## src/rtl/hp_pkg.sv

```systemverilog
// hp_pkg -- shared definitions for the half-precision multiplier datapath.
//
// Holds the binary16 field geometry used by the multiplier stage, the
// class-flag bit positions, the 6-bit class vector type and the 23-bit
// result-queue entry type, plus a one-hot test used when classifying pushes.
package hp_pkg;

  // binary16 geometry (shared with the multiplier stage)
  localparam int HP_W      = 16;
  localparam int HP_EXP_W  = 5;
  localparam int HP_MAN_W  = 10;
  localparam int HP_BIAS   = 15;

  // Class-flag bit positions inside the 6-bit class vector
  localparam int FLAG_NORMAL    = 0;
  localparam int FLAG_SUBNORMAL = 1;
  localparam int FLAG_ZERO      = 2;
  localparam int FLAG_INFINITY  = 3;
  localparam int FLAG_QNAN      = 4;
  localparam int FLAG_SNAN      = 5;
  localparam int NUM_CLASSES    = 6;

  // Sticky vector: class bits plus the protocol-error bit on top
  localparam int STICKY_PROTO_ERR = 6;
  localparam int STICKY_W         = 7;

  typedef logic [NUM_CLASSES-1:0] hp_class_t;

  // One queue entry: product, its class flags, and whether the flags
  // arrived malformed (not one-hot). 1 + 6 + 16 = 23 bits.
  typedef struct packed {
    logic            proto_err;
    hp_class_t       flags;
    logic [HP_W-1:0] p;
  } hp_entry_t;

  localparam int ENTRY_W = $bits(hp_entry_t);

  // Exactly one bit set
  function automatic logic is_onehot(input hp_class_t f);
    return (f != '0) && ((f & (f - hp_class_t'(1))) == '0);
  endfunction

endpackage

```

## src/rtl/hp_fifo.sv

```systemverilog
// hp_fifo -- storage array plus read/write pointers for the result queue.
//
// Ports:
//   clk      : clock, rising edge
//   rst_n    : asynchronous active-low reset (pointers/level only)
//   push_i   : write wdata_i at the tail this cycle (ignored when full)
//   pop_i    : advance the head this cycle (ignored when empty)
//   wdata_i  : entry to store
//   rdata_o  : head entry, read combinationally from the array
//   level_o  : current occupancy, 0..DEPTH
//   full_o   : level_o == DEPTH
//   empty_o  : level_o == 0
//
// DEPTH must be a power of two so the pointers wrap by natural overflow.
// Full and empty come from the occupancy count, never from pointer equality.
module hp_fifo #(
  parameter int WIDTH = 23,
  parameter int DEPTH = 4
) (
  input  logic                     clk,
  input  logic                     rst_n,
  input  logic                     push_i,
  input  logic                     pop_i,
  input  logic [WIDTH-1:0]         wdata_i,
  output logic [WIDTH-1:0]         rdata_o,
  output logic [$clog2(DEPTH):0]   level_o,
  output logic                     full_o,
  output logic                     empty_o
);

  localparam int PTR_W = (DEPTH > 1) ? $clog2(DEPTH) : 1;
  localparam int LVL_W = $clog2(DEPTH) + 1;

  logic [WIDTH-1:0] mem_q [DEPTH];
  logic [PTR_W-1:0] wptr_q, wptr_d;
  logic [PTR_W-1:0] rptr_q, rptr_d;
  logic [LVL_W-1:0] level_q, level_d;
  logic             push_ok, pop_ok;

  assign full_o  = (level_q == LVL_W'(DEPTH));
  assign empty_o = (level_q == '0);

  // Guard here too so the block is safe even if a caller ignores full/empty
  assign push_ok = push_i && !full_o;
  assign pop_ok  = pop_i && !empty_o;

  always_comb begin
    wptr_d  = wptr_q;
    rptr_d  = rptr_q;
    level_d = level_q;
    if (push_ok) wptr_d = wptr_q + PTR_W'(1);
    if (pop_ok)  rptr_d = rptr_q + PTR_W'(1);
    case ({push_ok, pop_ok})
      2'b10:   level_d = level_q + LVL_W'(1);
      2'b01:   level_d = level_q - LVL_W'(1);
      default: level_d = level_q;
    endcase
  end

  always_ff @(posedge clk or negedge rst_n) begin
    if (!rst_n) begin
      wptr_q  <= '0;
      rptr_q  <= '0;
      level_q <= '0;
    end else begin
      wptr_q  <= wptr_d;
      rptr_q  <= rptr_d;
      level_q <= level_d;
    end
  end

  // Storage is deliberately not reset; the level count makes stale
  // contents unreachable.
  always_ff @(posedge clk) begin
    if (push_ok) mem_q[wptr_q] <= wdata_i;
  end

  assign rdata_o = mem_q[rptr_q];
  assign level_o = level_q;

endmodule

```

## src/rtl/hp_mul_result_q.sv

```systemverilog
// hp_mul_result_q -- result queue behind the binary16 multiplier stage.
//
// Buffers {product, class flags} in a DEPTH-entry FIFO, accumulates the
// classes seen into a sticky vector and flags any push whose class vector
// is not one-hot as a protocol error (the entry is still stored as given).
//
// Ports:
//   clk, rst_n          : clock (rising edge) and async active-low reset
//   in_valid/in_ready   : upstream handshake; in_ready = not full
//   in_p, in_flags      : product and {snan,qnan,inf,zero,sub,normal}
//   out_valid/out_ready : downstream handshake; out_valid = not empty
//   out_p, out_flags    : head entry
//   sticky              : {proto_err, class bits} since reset / sticky_clr
//   sticky_clr          : synchronous clear of sticky (and stats)
//   stats_cnt           : only with HP_MUL_STATS_EN; per-class saturating
//                         16-bit push counters, index = class bit position
//   level               : occupancy 0..DEPTH
//
// Optional feature macro: HP_MUL_STATS_EN.
// DEPTH: power of two, 2..16.
module hp_mul_result_q
  import hp_pkg::*;
#(
  parameter int DEPTH = 4
) (
  input  logic                   clk,
  input  logic                   rst_n,
  input  logic                   in_valid,
  output logic                   in_ready,
  input  logic [15:0]            in_p,
  input  logic [5:0]             in_flags,
  output logic                   out_valid,
  input  logic                   out_ready,
  output logic [15:0]            out_p,
  output logic [5:0]             out_flags,
  output logic [6:0]             sticky,
  input  logic                   sticky_clr,
`ifdef HP_MUL_STATS_EN
  output logic [5:0][15:0]       stats_cnt,
`endif
  output logic [$clog2(DEPTH):0] level
);

  hp_entry_t          push_entry;
  hp_entry_t          head_entry;
  logic               push, pop;
  logic               fifo_full, fifo_empty;
  logic [STICKY_W-1:0] sticky_q, sticky_d;
  logic               unused_head_err;

  // A pop in the same cycle does not free a slot for a push: in_ready
  // depends on the current level only.
  assign in_ready  = !fifo_full;
  assign out_valid = !fifo_empty;
  assign push      = in_valid && in_ready;
  assign pop       = out_valid && out_ready;

  assign push_entry.proto_err = !is_onehot(in_flags);
  assign push_entry.flags     = in_flags;
  assign push_entry.p         = in_p;

  hp_fifo #(
    .WIDTH (ENTRY_W),
    .DEPTH (DEPTH)
  ) u_fifo (
    .clk     (clk),
    .rst_n   (rst_n),
    .push_i  (push),
    .pop_i   (pop),
    .wdata_i (push_entry),
    .rdata_o (head_entry),
    .level_o (level),
    .full_o  (fifo_full),
    .empty_o (fifo_empty)
  );

  assign out_p     = head_entry.p;
  assign out_flags = head_entry.flags;
  // The stored error bit travels with the entry but has no output today
  assign unused_head_err = head_entry.proto_err;

  // Clear first, then OR in this cycle's push so a same-cycle push survives
  always_comb begin
    sticky_d = sticky_clr ? '0 : sticky_q;
    if (push) begin
      sticky_d[NUM_CLASSES-1:0] = sticky_d[NUM_CLASSES-1:0] | in_flags;
      if (push_entry.proto_err) sticky_d[STICKY_PROTO_ERR] = 1'b1;
    end
  end

  always_ff @(posedge clk or negedge rst_n) begin
    if (!rst_n) sticky_q <= '0;
    else        sticky_q <= sticky_d;
  end

  assign sticky = sticky_q;

`ifdef HP_MUL_STATS_EN
  // Per-class push counters. Same ordering as sticky: a clear coinciding
  // with a counted push leaves the counter at 1.
  for (genvar gi = 0; gi < NUM_CLASSES; gi++) begin : g_stats
    logic [15:0] cnt_q, cnt_d;

    always_comb begin
      cnt_d = sticky_clr ? 16'h0000 : cnt_q;
      if (push && in_flags[gi] && (cnt_d != 16'hFFFF)) cnt_d = cnt_d + 16'd1;
    end

    always_ff @(posedge clk or negedge rst_n) begin
      if (!rst_n) cnt_q <= 16'h0000;
      else        cnt_q <= cnt_d;
    end

    assign stats_cnt[gi] = cnt_q;
  end
`endif

endmodule
```

## config.mk

```make
export PLATFORM = sky130hd
export DESIGN_NAME = hp_mul_result_q
export DESIGN_NICKNAME = d
export VERILOG_FILES = /design/src/rtl/hp_pkg.sv /design/src/rtl/hp_fifo.sv /design/src/rtl/hp_mul_result_q.sv
export SDC_FILE = /design/constraint.sdc
export NUM_CORES = 1
export LEC_CHECK = 0
export BUFFER_PORTS_ARGS = -buffer_cell sky130_fd_sc_hd__buf_4
export CAP_MARGIN = 20
export CORE_MARGIN = 1
export CORE_UTILIZATION = 40
export CTS_CLUSTER_DIAMETER = 150
export DETAILED_ROUTE_END_ITERATION = 16
export PLACE_DENSITY = 0.67
export SYNTH_ARGS = -nofsm -noshare
export SYNTH_HDL_FRONTEND = slang
export SYNTH_SLANG_ARGS = --single-unit
export TNS_END_PERCENT = 100
```

## constraint.sdc

```tcl
create_clock -name clk -period 3.5 [get_ports clk]
set_clock_uncertainty 0.1 [all_clocks]
set_input_delay 0.525 -clock clk [delete_from_list [all_inputs] [get_ports clk]]
set_output_delay 0.525 -clock clk [all_outputs]
set_load 0.1 [all_outputs]
```

Yosys cells after proc, flatten, opt, wreduce, memory -nomap -nowiden
Memories as Yosys holds them, arrays and structs flattened.
Cells that the tools add are included.
- bits in writable memories: 92
- flip-flop bits (word level): 14
- bits of input ports: 27
- memories: 1
- output and inout port bits: 34
- muxes and demuxes: 6
- equal/unequal tests: 3
- reductions and logical operators: 12
- bitwise gates (word level): 2
- add/subtract/negate cells: 5
- memories (name ; depth ; width ; rd ports ; clocked after Yosys merged registers in ; wr ports ; RTL line ; RTL):
    u_fifo.mem_q ; 4 ; 23 ; 1 ; 0 ; 1 ; hp_fifo.sv:34 ; logic [WIDTH-1:0] mem_q [DEPTH];
- operators with widths (kind ; count):
    $mux 7 ; 2
    $and 6x6->6 ; 1
    $logic_not 6->1 ; 1
    $or 6x6->6 ; 1
    $pmux 3 s2 ; 1
    $reduce_bool 6->1 ; 1
    $sub 6x1->6 const B ; 1
    $logic_and 1x1->1 ; 5
    $add 2x1->2 const B ; 2
    $add 3x1->3 const B ; 1
    $eq 3x3->1 const B ; 1
    $logic_not 1->1 ; 3
    $logic_not 3->1 ; 1
    $mux 1 ; 3
    $sub 3x1->3 const B ; 1
    $eq 2x1->1 const B ; 1
    $eq 2x2->1 const B ; 1
    $reduce_bool 2->1 ; 1

Logic depth before layout (Yosys ltp)
- depth in word-level cells: 6
- gate-level depth with buffers: 9

By module
From an unflattened synthesis, not the netlist that was laid out.
- cells, all modules: 206
- area, all modules: 4174.0 µm²
- modules (own cells, without submodules) (module ; times used ; cells each ; area each (µm²)):
    hp_fifo ; 1 ; 158 ; 3791.1
    hp_mul_result_q ; 1 ; 48 ; 382.9

Least setup slack after synthesis
Ideal clock, no wire load.
- path kind: register -> register
- start point: register u_fifo.level_q[2] (netlist: u_fifo.level_o[2])
- end point: register u_fifo.level_q[2] (netlist: u_fifo.level_o[2])
- cell stages (with the launch flop): 9
- period minus slack after synthesis: 2.821 ns
- data required time: 3.236 ns
- slack: 0.679 ns
- path buffers: 0
- setup time: 0.164 ns
- data arrival time: 2.557 ns
- cells stage by stage: dfrtp_1 > or3_4 > and2_4 > ha_1 > inv_1 > fa_1 > xor2_1 > nor2_1 > xor2_1
- cells in the longest elaborated chain, start to end: 6
- ends and longest elaborated chain (item ; RTL line ; RTL):
    start: declaration ; hp_fifo.sv:37 ; logic [LVL_W-1:0] level_q, level_d;
    start signal: assignment ; hp_fifo.sv:68 ; level_q <= level_d;
    $logic_not 3->1 * ; hp_fifo.sv:41 ; assign empty_o = (level_q == '0);
    $logic_not 1->1 * ; hp_mul_result_q.sv:54 ; assign out_valid = !fifo_empty;
    via out_valid ; hp_mul_result_q.sv:32 ; output logic out_valid,
    $logic_and 1x1->1 ; hp_mul_result_q.sv:56 ; assign pop = out_valid && out_ready;
    $logic_and 1x1->1 * ; hp_fifo.sv:45 ; assign pop_ok = pop_i && !empty_o;
    via u_fifo.pop_ok ; hp_fifo.sv:38 ; logic push_ok, pop_ok;
    $eq 2x1->1 or $eq 2x2->1 (tied branches) ; hp_fifo.sv:53 ; case ({push_ok, pop_ok})
    $pmux 3 s2 or $reduce_bool 2->1 (tied branches) ; -- ;
Mark *: on every way through the listed nets, which the timed path passes. The rest lies on a longest branch.
A chain may end at the register's enable or synchronous reset.

Final worst setup path
- start point: register u_fifo.rptr_q[0]
- end point: output out_flags[0]
- cells in the longest elaborated chain, start to end: 1
- ends and longest elaborated chain (item ; RTL line ; RTL):
    start: declaration ; hp_fifo.sv:36 ; logic [PTR_W-1:0] rptr_q, rptr_d;
    start signal: assignment ; hp_fifo.sv:67 ; rptr_q <= rptr_d;
    $mem_v2 4x23 ; -- ;
    end: declaration ; hp_mul_result_q.sv:35 ; output logic [5:0] out_flags,
No other way between the ends.

==> out/results.tsv <==
stage	metric	value	unit
run_status	status	completed	
routing	drc	0	
hold_path	hp-class	primary input to flop	
routing	via_per_inst	4.80	
clocking	cts_root_buffer	clkbuf_8	
worst_setup_path	rr_worst_depth	9	
routing	drt-total-wl	6.54	mm
flow_run	maxCapViolations	0	
layout	fin_util	50.5	%
place	gp_congestion	0.716	
clocking	h-tree-depth	3	
synthesis	netlist_area	0.00393	mm²
sta	drv_slew	0	
layout	num_antenna_cells	0	
routing	ant_nets	0	
grt	grt_max_degree	25	
worst_setup_path	reg2reg_slack	1350	ps
grt	grt_pass1_vias	1955	
sta	rsz0062_at_grt	no	
sta	fmax	360	MHz
routing	firstDrtPassIters	4	
sta	tightest_slew	819	ps
worst_setup_path	crit_arrival	2150	ps
sta	slew_headroom	45.4	%
synthesis	syn_avg_cell_area	20.7	µm²
clocking	cts_max_path_buffers	2	
synthesis	ys_top_cells_by_area	edfxtp_1 67%, mux4_2 13%, dfrtp_1 8.9%	
synthesis	syn-instance-count	190	
floorplanning	core_area	0.00937	mm²
clocking	cts_made_buffers	9	
layout	area_growth	20.6	%
synthesis	synth_top_area_cell	edfxtp_1	
synthesis	yosys.area.top_type_share	67.3	%
synthesis	synth-warning-count	0	
grt	antenna_found_initial	0	
layout	drive_gt1_share	40.4	%
routing	drt_iter0_markers	66	
grt	grt_overflow_total	0	
worst_setup_path	critPathLaunchType	flop	
sta	setup_violations	0	
floorplanning	initial_core_util	41.9	%
worst_setup_path	worst-setup-path-type	flop to output port	
clocking	cts.sink_count	102	
worst_setup_path	critPathCaptureType	output port	
sta	tns	0	ps
sta	fin_crit	2780	ps
routing	routedWlPerCell	16.5	µm
floorplanning	fp.dieArea	0.0102	mm²
synthesis	seq_area_frac_synth	76.2	%
clocking	clkTransAtPathRegs	90	ps
place	hpwl	4.17	mm
floorplanning	io_pins	61	
synthesis	yosys_register_bits	102	
worst_setup_path	cp-endpoint	out_flags[0]	
floorplanning	chipWidth	101	µm
synthesis	syn-num-nets	223	
floorplanning	die_h	101	µm
clocking	insertion_delay	350	ps
worst_setup_path	r2r-start	u_fifo.level_o[0]	
worst_setup_path	reg2reg_to	u_fifo.level_o[2]	
floorplanning	std_cell_rows	35	
clocking	cts_resized	0	
worst_setup_path	startpoint	u_fifo.rptr_q[0]	
layout	fin_nets	295	
grt	grt_pass1_wl	10.4	mm
clocking	postCtsSetupBuffers	0	
sta	min_period_over_period	79.4	%
synthesis	synth_cell_type_count	27	
clocking	cts_hold_buffers	1	
clocking	cts_tree	built	
worst_setup_path	crit_required	2870	ps
routing	vias	1900	
place	portBuffers	60	
worst_setup_path	critPathMaxFanout	24	
grt	grtUsageTotal	14.2	%
sta	hold_viol	0	
## worst max-delay path: stages, from the launching register on
cell and delay [ps]:
dfrtp_2 910, mux4_2 630, buf_4 250
## per-stage QoR
step / hold WS (ps) / cell area [µm²] / setup WS [ps] / instances
3_3_place_gp: 287 / 4540 / 1050 / 379
3_5_place_dp: 286 / 4540 / 1050 / 379
4_1_cts: 254 / 4740 / 655 / 396
5_1_grt: 242 / 4740 / 587 / 396
6_report: 268 / 4740 / 722 / 396
2_1_floorplan: 129 / 3930 / 679 / 190
## placed cells by master, fill, tap and decap left out, drive strengths merged, types with 2 or more instances in the layout
master / n
ha: 5
xor2: 4
mux4: 22
clkinv: 3
nand2: 9
o21ai: 7
edfxtp: 88
nor2: 2
buf: 66
clkinvlp: 2
dfrtp: 14
inv: 14
clkbuf: 10
xnor2: 3
and2: 5
## registers in the layout, summed over array words and instances, names as in the netlist
name and count:
sticky 7, u_fifo.wptr_q 2, u_fifo.level_o 3, u_fifo.mem_q 88, u_fifo.rptr_q 2
## synthesized netlist by cell type
| library cell | count |
|---|---|
| edfxtp_1 | 88 |
| mux4_2 | 22 |
| dfrtp_1 | 14 |
| inv_1 | 13 |
| nand2_1 | 8 |
| o21ai_0 | 7 |
| ha_1 | 5 |
| and2_1 | 4 |
| xor2_1 | 4 |
| buf_2 | 3 |
| buf_6 | 3 |
| xnor2_1 | 3 |
| nor2_1 | 2 |
| a21boi_2 | 1 |
| a21oi_1 | 1 |
| a221oi_1 | 1 |
| and2_4 | 1 |
| fa_1 | 1 |
| inv_2 | 1 |
| mux2i_1 | 1 |
| nand2_2 | 1 |
| nor3_1 | 1 |
| nor3b_1 | 1 |
| o211ai_1 | 1 |
| o22ai_1 | 1 |
| o32ai_1 | 1 |
| or3_4 | 1 |
## routing by layer
metal / wire length (µm) / GRT usage (%)
met2: 3230 / 23.3
met1: 2930 / 18.3
met4: 49 / 3.01
met3: 324 / 4.99
met5: 0 / 0
## worst min path at each step
stage            start                 end  slack [ps]  cells after the start
2_1_floorplan    rst_n           sticky[0]         130                      0
3_3_place_gp     rst_n           sticky[0]         290                      1
3_5_place_dp     rst_n           sticky[0]         290                      1
4_1_cts        in_p[3]  u_fifo.mem_q[0][3]         250                      1
5_1_grt        in_p[8]  u_fifo.mem_q[0][8]         240                      1
6_report       in_p[3]  u_fifo.mem_q[0][3]         270                      1
## layout make-up
class	instances	area [µm²]
repair buffers	67	505
well taps	129	161
clock buffers	10	128
fillers	807	4630
inverters	14	52.6
multi-input cells	68	833
flip-flops and latches	102	2990
clock inverters	6	62.6
## cell families (layout without fill, tap and decap cells)
| kind of cell | Yosys count | in the layout | synth area share (%) |
|---|---|---|---|
| buffers and inverters | 20 | 97 | 2.58 |
| XOR/XNOR | 7 | 7 | 1.56 |
| AND/OR/NAND/NOR | 19 | 19 | 2.58 |
| adder cells (fa/ha/maj) | 6 | 6 | 2.10 |
| flip-flops | 102 | 102 | 76.2 |
| AO/OA/AOI/OAI | 13 | 13 | 2.10 |
| multiplexers | 23 | 23 | 12.9 |
Power is not shown: default switching activity piles up to over one toggle a cycle in this logic, so the estimate is an artifact.
